`config.mk`:
```
export PLATFORM = sky130hd
export DESIGN_NAME = regfile_2w2r_param
export DESIGN_NICKNAME = d
export VERILOG_FILES = /design/src/rtl/regfile_2w2r_param.sv
export SDC_FILE = /design/constraint.sdc
export NUM_CORES = 1
export LEC_CHECK = 0
export BUFFER_PORTS_ARGS = -buffer_cell sky130_fd_sc_hd__buf_2
export CORE_UTILIZATION = 45
export CTS_CLUSTER_DIAMETER = 200
export DETAILED_ROUTE_END_ITERATION = 8
export PLACE_DENSITY = 0.69
export RECOVER_POWER = 100
export SLEW_MARGIN = 30
export SYNTH_ARGS = -nofsm -noshare
export SYNTH_HDL_FRONTEND = slang
export SYNTH_SLANG_ARGS = --single-unit
```
`constraint.sdc`:
```
create_clock -name CLK -period 2.2 [get_ports CLK]
set_input_delay 0.44 -clock CLK [delete_from_list [all_inputs] [get_ports CLK]]
set_output_delay 0.44 -clock CLK [all_outputs]
set_load 0.05 [all_outputs]
```
`src/rtl/regfile_2w2r_param.sv`:
```
// rtl/regfile_2w2r_param.sv - parametrised 2-write/2-read register file with valid bits and clear sweep
module regfile_2w2r_param #(
  parameter int WIDTH  = 16,
  parameter int DEPTH  = 4,
  parameter bit BYPASS = 1'b1,
  parameter int AW     = $clog2(DEPTH)
) (
  input  logic             CLK,
  input  logic             RST_N,
  input  logic             WE1,
  input  logic             WE2,
  input  logic [AW-1:0]    WA1,
  input  logic [AW-1:0]    WA2,
  input  logic [WIDTH-1:0] DATA_IN1,
  input  logic [WIDTH-1:0] DATA_IN2,
  input  logic             REA1,
  input  logic             REA2,
  input  logic [AW-1:0]    RAA1,
  input  logic [AW-1:0]    RAA2,
  output logic [WIDTH-1:0] RDA1,
  output logic [WIDTH-1:0] RDA2,
  output logic             RDV1,
  output logic             RDV2,
  input  logic             CLR,
  output logic             BUSY
);

  typedef enum logic {IDLE, SWEEP} state_t;

  state_t           state_q, state_d;
  logic [AW-1:0]    ptr_q, ptr_d;
  logic [WIDTH-1:0] mem_q [DEPTH];
  logic [WIDTH-1:0] mem_d [DEPTH];
  logic             vld_q [DEPTH];
  logic             vld_d [DEPTH];
  logic             wa1_ok, wa2_ok, ra1_ok, ra2_ok;
  logic [WIDTH-1:0] rd1_d, rd2_d;
  logic             rv1_d, rv2_d;

  // Addresses beyond DEPTH exist when DEPTH is not a power of two
  assign wa1_ok = int'(WA1) < DEPTH;
  assign wa2_ok = int'(WA2) < DEPTH;
  assign ra1_ok = int'(RAA1) < DEPTH;
  assign ra2_ok = int'(RAA2) < DEPTH;

  assign BUSY = (state_q == SWEEP);

  always_comb begin
    state_d = state_q;
    ptr_d   = ptr_q;
    if (state_q == IDLE) begin
      if (CLR) begin
        state_d = SWEEP;
        ptr_d   = '0;
      end
    end else begin
      if (CLR) begin
        ptr_d = '0;
      end else if (ptr_q == AW'(DEPTH - 1)) begin
        state_d = IDLE;
        ptr_d   = '0;
      end else begin
        ptr_d = ptr_q + AW'(1);
      end
    end
  end

  // Clear first, then port 1, then port 2: later assignments win
  always_comb begin
    mem_d = mem_q;
    vld_d = vld_q;
    if (state_q == SWEEP) begin
      mem_d[ptr_q] = '0;
      vld_d[ptr_q] = 1'b0;
    end
    if (WE1 && wa1_ok) begin
      mem_d[WA1] = DATA_IN1;
      vld_d[WA1] = 1'b1;
    end
    if (WE2 && wa2_ok) begin
      mem_d[WA2] = DATA_IN2;
      vld_d[WA2] = 1'b1;
    end
  end

  always_comb begin
    rd1_d = '0;
    rv1_d = 1'b0;
    rd2_d = '0;
    rv2_d = 1'b0;
    if (ra1_ok) begin
      rd1_d = BYPASS ? mem_d[RAA1] : mem_q[RAA1];
      rv1_d = BYPASS ? vld_d[RAA1] : vld_q[RAA1];
    end
    if (ra2_ok) begin
      rd2_d = BYPASS ? mem_d[RAA2] : mem_q[RAA2];
      rv2_d = BYPASS ? vld_d[RAA2] : vld_q[RAA2];
    end
  end

  always_ff @(posedge CLK or negedge RST_N) begin
    if (!RST_N) begin
      state_q <= IDLE;
      ptr_q   <= '0;
      for (int i = 0; i < DEPTH; i++) begin
        mem_q[i] <= '0;
        vld_q[i] <= 1'b0;
      end
    end else begin
      state_q <= state_d;
      ptr_q   <= ptr_d;
      for (int i = 0; i < DEPTH; i++) begin
        mem_q[i] <= mem_d[i];
        vld_q[i] <= vld_d[i];
      end
    end
  end

  always_ff @(posedge CLK or negedge RST_N) begin
    if (!RST_N) begin
      RDA1 <= '0;
      RDV1 <= 1'b0;
      RDA2 <= '0;
      RDV2 <= 1'b0;
    end else begin
      if (REA1) begin
        RDA1 <= rd1_d;
        RDV1 <= rv1_d;
      end
      if (REA2) begin
        RDA2 <= rd2_d;
        RDV2 <= rv2_d;
      end
    end
  end

endmodule

```
==> flow_metrics.py <==
metrics = {
    "outcome": {
        "status": "completed",
    },
    "placed_design": {
        "dpl_cell_area_um2": 6460,
        "hpwl_um": 11800,
        "post-place-ws_ns": 0.200,
        "gp_congestion": 0.834,
        "port_buffers": 81,
    },
    "logic_synthesis": {
        "synth_top_family_by_area": "compound AO/OA/AOI/OAI gates",
        "muxShareOfSynthArea_pct": 0.516,
        "synth_nets": 638,
        "synth-simple-area-share_pct": 22.9,
        "syn_area_um2": 5820,
        "avgSynthCellArea_um2": 9.91,
        "synth_compound_area_share_pct": 24.6,
        "yosysSeqAreaShare_pct": 45.2,
        "yosys.area_share.xor_xnor_pct": 0.151,
        "syn_inst": 587,
        "synth_fa_ha_area_share_pct": 0.860,
        "ys_seq_elements": 105,
        "yosysUniqueCellTypes": 41,
        "yosysWarnings": 0,
    },
    "cts": {
        "clock-root-buffer": "clkbuf_16",
        "cts_buffers": 9,
        "clkSlewWorstSetupHoldPaths_ns": 0.07,
        "max-clock-path-buffers": 2,
        "clk_latency_ns": 0.35,
        "hold_buffers": 0,
        "h-tree-depth": 3,
        "clock-sinks": 105,
        "post_cts_resized": 0,
        "tritoncts": "built",
        "cts_setup_buffers": 0,
    },
    "grt": {
        "antenna_found_initial": 0,
        "overflow": 0,
        "grt_usage_pct": 28.4,
        "grt_first_pass_wirelength_um": 28400,
        "grt_pass1_vias": 5207,
        "grt_max_degree": 36,
    },
    "die": {
        "rows": 41,
        "die_x_um": 116,
        "die-height_um": 116,
        "num_io_pins": 82,
        "dieArea_um2": 13400,
        "start_util_pct": 46.1,
        "core_area_um2": 12600,
    },
    "setup_path": {
        "cp-start-kind": "flip-flop",
        "crit_chain": "inv_1 -> ha_1 -> nand2_1 -> nand3_1 -> a31oi_1 -> o221ai_1 -> a221oi_1",
        "cp.required_ns": 2.44,
        "path_class": "reg2reg",
        "cpPeakStageDelay_ns": 0.43,
        "worstRegToRegCells": 7,
        "crit_path_end_kind": "flip-flop",
        "critical_path.max_fanout": 7,
        "cp.arrival_ns": 2.19,
        "crit_slowest_cell": "dfrtp_1",
    },
    "cells_and_area": {
        "drive_gt1_share_pct": 21.3,
        "n_fill_cell": 1227,
        "fin_util_pct": 50.8,
        "fin_area_um2": 6410,
        "layout.nets": 713,
        "syn_to_final_growth_pct": 10.2,
        "antennaDiodeCount": 0,
    },
    "routing": {
        "dr.first_iter.drc_count": 506,
        "postRouteAntennaNets": 0,
        "vias": 5123,
        "via_per_inst": 6.11,
        "routedWlPerCell_um": 21.6,
        "drt-total-wl_um": 18200,
        "drc": 0,
        "drtPass1Iterations": 7,
    },
    "sta": {
        "timing.final.ws_setup_ns": 0.253,
        "finClkSkew_ns": 0.00821,
        "report.final.slew_viol_count": 0,
        "rsz0062_at_grt": "false",
        "timing.final.crit_share_pct": 88.5,
        "setup_viol": 0,
        "fin_tns_setup_ns": 0,
        "fmax_mhz": 513,
        "relSlewSlack_pct": 33.6,
        "hold_viol": 0,
        "tightest_slew_ns": 0.997,
        "period_minus_slack_ns": 1.95,
    },
    "power_and_ir_drop": {
        "p_total_mw": 6.26,
        "leakage_nw": 2.77,
        "max-vdd-ir-drop_mv": 0.490,
        "p_per_area_nw_per_um2": 977,
    },
    "worst_hold_path": {
        "hp-class": "in2async",
    },
    "run": {
        "cap_violations": 0,
    },
}
==> Yosys cell counts (all sizes together) <==
library cell | count | share of area [%]
a21o | 1 | 0.13
a21oi | 15 | 1.3
a221oi | 4 | 0.60
a22oi | 15 | 1.9
a31oi | 46 | 11
a32oi | 1 | 0.47
and3 | 2 | 0.22
and3b | 2 | 0.30
buf | 32 | 4.0
clkbuf | 17 | 1.1
dfrtp | 105 | 45
ha | 4 | 0.86
inv | 10 | 0.65
mux2i | 3 | 0.52
nand2 | 62 | 4.0
nand2b | 2 | 0.22
nand3 | 56 | 5.6
nand3b | 5 | 0.71
nor2 | 95 | 6.1
nor2b | 3 | 0.32
nor3 | 30 | 4.5
nor3b | 1 | 0.32
o211ai | 1 | 0.13
o21a | 1 | 0.13
o21ai | 3 | 0.26
o221ai | 2 | 0.30
o22ai | 61 | 8.5
o32a | 2 | 0.34
or2 | 3 | 0.32
or3b | 2 | 0.30
xnor2 | 1 | 0.15
==> through the flow <==
| stage | instances | hold slack (ns) |
|---|---|---|
| 3_3_place_gp | 823 | 0.440 |
| 6_report | 839 | 0.249 |
| 4_1_cts | 839 | 0.0811 |
| 5_1_grt | 839 | 0.292 |
| 2_1_floorplan | 587 | 0.144 |
| 3_5_place_dp | 823 | 0.453 |
==> path summary, 6_finish.rpt <==
check | from | endpoint | slack [ns]
worst max-delay path | ptr_q[0]$_DFFE_PN0P_ | RDA2[14]$_DFFE_PN0P_ | 0.25
min in group CLK | CLR | ptr_q[0]$_DFFE_PN0P_ | 0.29
worst min register to register | vld_q[2]$_DFF_PN0_ | vld_q[2]$_DFF_PN0_ | 0.54
max in group asynchronous | RST_N | mem_q[15]$_DFF_PN0_ | 0.61
worst min-delay path | RST_N | mem_q[7]$_DFF_PN0_ | 0.25
worst max register to register | ptr_q[0]$_DFFE_PN0P_ | RDA2[14]$_DFFE_PN0P_ | 0.25
==> final cells by class <==
cell class	count	area (um^2)	share of cell area [%]
tap	172	215	3.36
multi-input combinational	423	2590	40.4
timing repair buffer	113	643	10.0
clock buffer	11	243	3.79
clock inverter	5	53.8	0.840
sequential	105	2630	41.0
inverter	10	37.5	0.586
==> placed cells by master, fill, tap and decap left out, types with 3 or more instances in the layout <==
cell type	n
o22ai_2	16
nand3b_1	4
a221oi_1	4
nor3_1	15
buf_2	45
nor2b_1	3
mux2i_1	3
dfrtp_1	105
buf_12	4
nand2_1	62
nor3_2	15
nor2_1	95
o22ai_1	45
a22oi_1	15
or2_2	3
clkinv_2	3
a21oi_1	15
a31oi_1	35
clkbuf_16	9
ha_1	4
clkbuf_1	37
o21ai_0	3
inv_1	10
buf_4	25
clkbuf_2	3
nand3_1	55
a31oi_4	9
==> worst max-delay path, delay by kind of cell (launching register included) <==
family	cells	cell delay (ns)
AND/OR/NAND/NOR	2	0.35
adder cells (fa/ha/maj)	1	0.20
flip-flops	1	0.43
AO/OA/AOI/OAI	3	0.78
buffers and inverters	1	0.09
==> per-layer routing <==
layer	vias to the layer above	GRT usage, %	part of all wire, %
li1	2276	-	-
met2	278	45.1	47
met1	2518	38.6	43
met5	-	0	0
met3	51	5.60	7.9
met4	0	10.5	2.1
==> registers in the layout, indices dropped and copies added, names as in the netlist <==
name	cells
BUSY	1
RDA1	16
RDA2	16
RDV1	1
RDV2	1
mem_q	64
ptr_q	2
vld_q	4
==> power breakdown <==
part           switching, mW  internal, mW
sequential             0.204          2.36
combinational           1.43         0.596
clock                  0.751         0.914
total                   2.39          3.87
==> cell families after synthesis <==
group / count (synthesis)
XOR/XNOR: 1
buffers and inverters: 59
AND/OR/NAND/NOR: 263
flip-flops: 105
multiplexers: 3
AO/OA/AOI/OAI: 152
adder cells (fa/ha/maj): 4
Note: power is estimated with default switching activity, not from simulation.
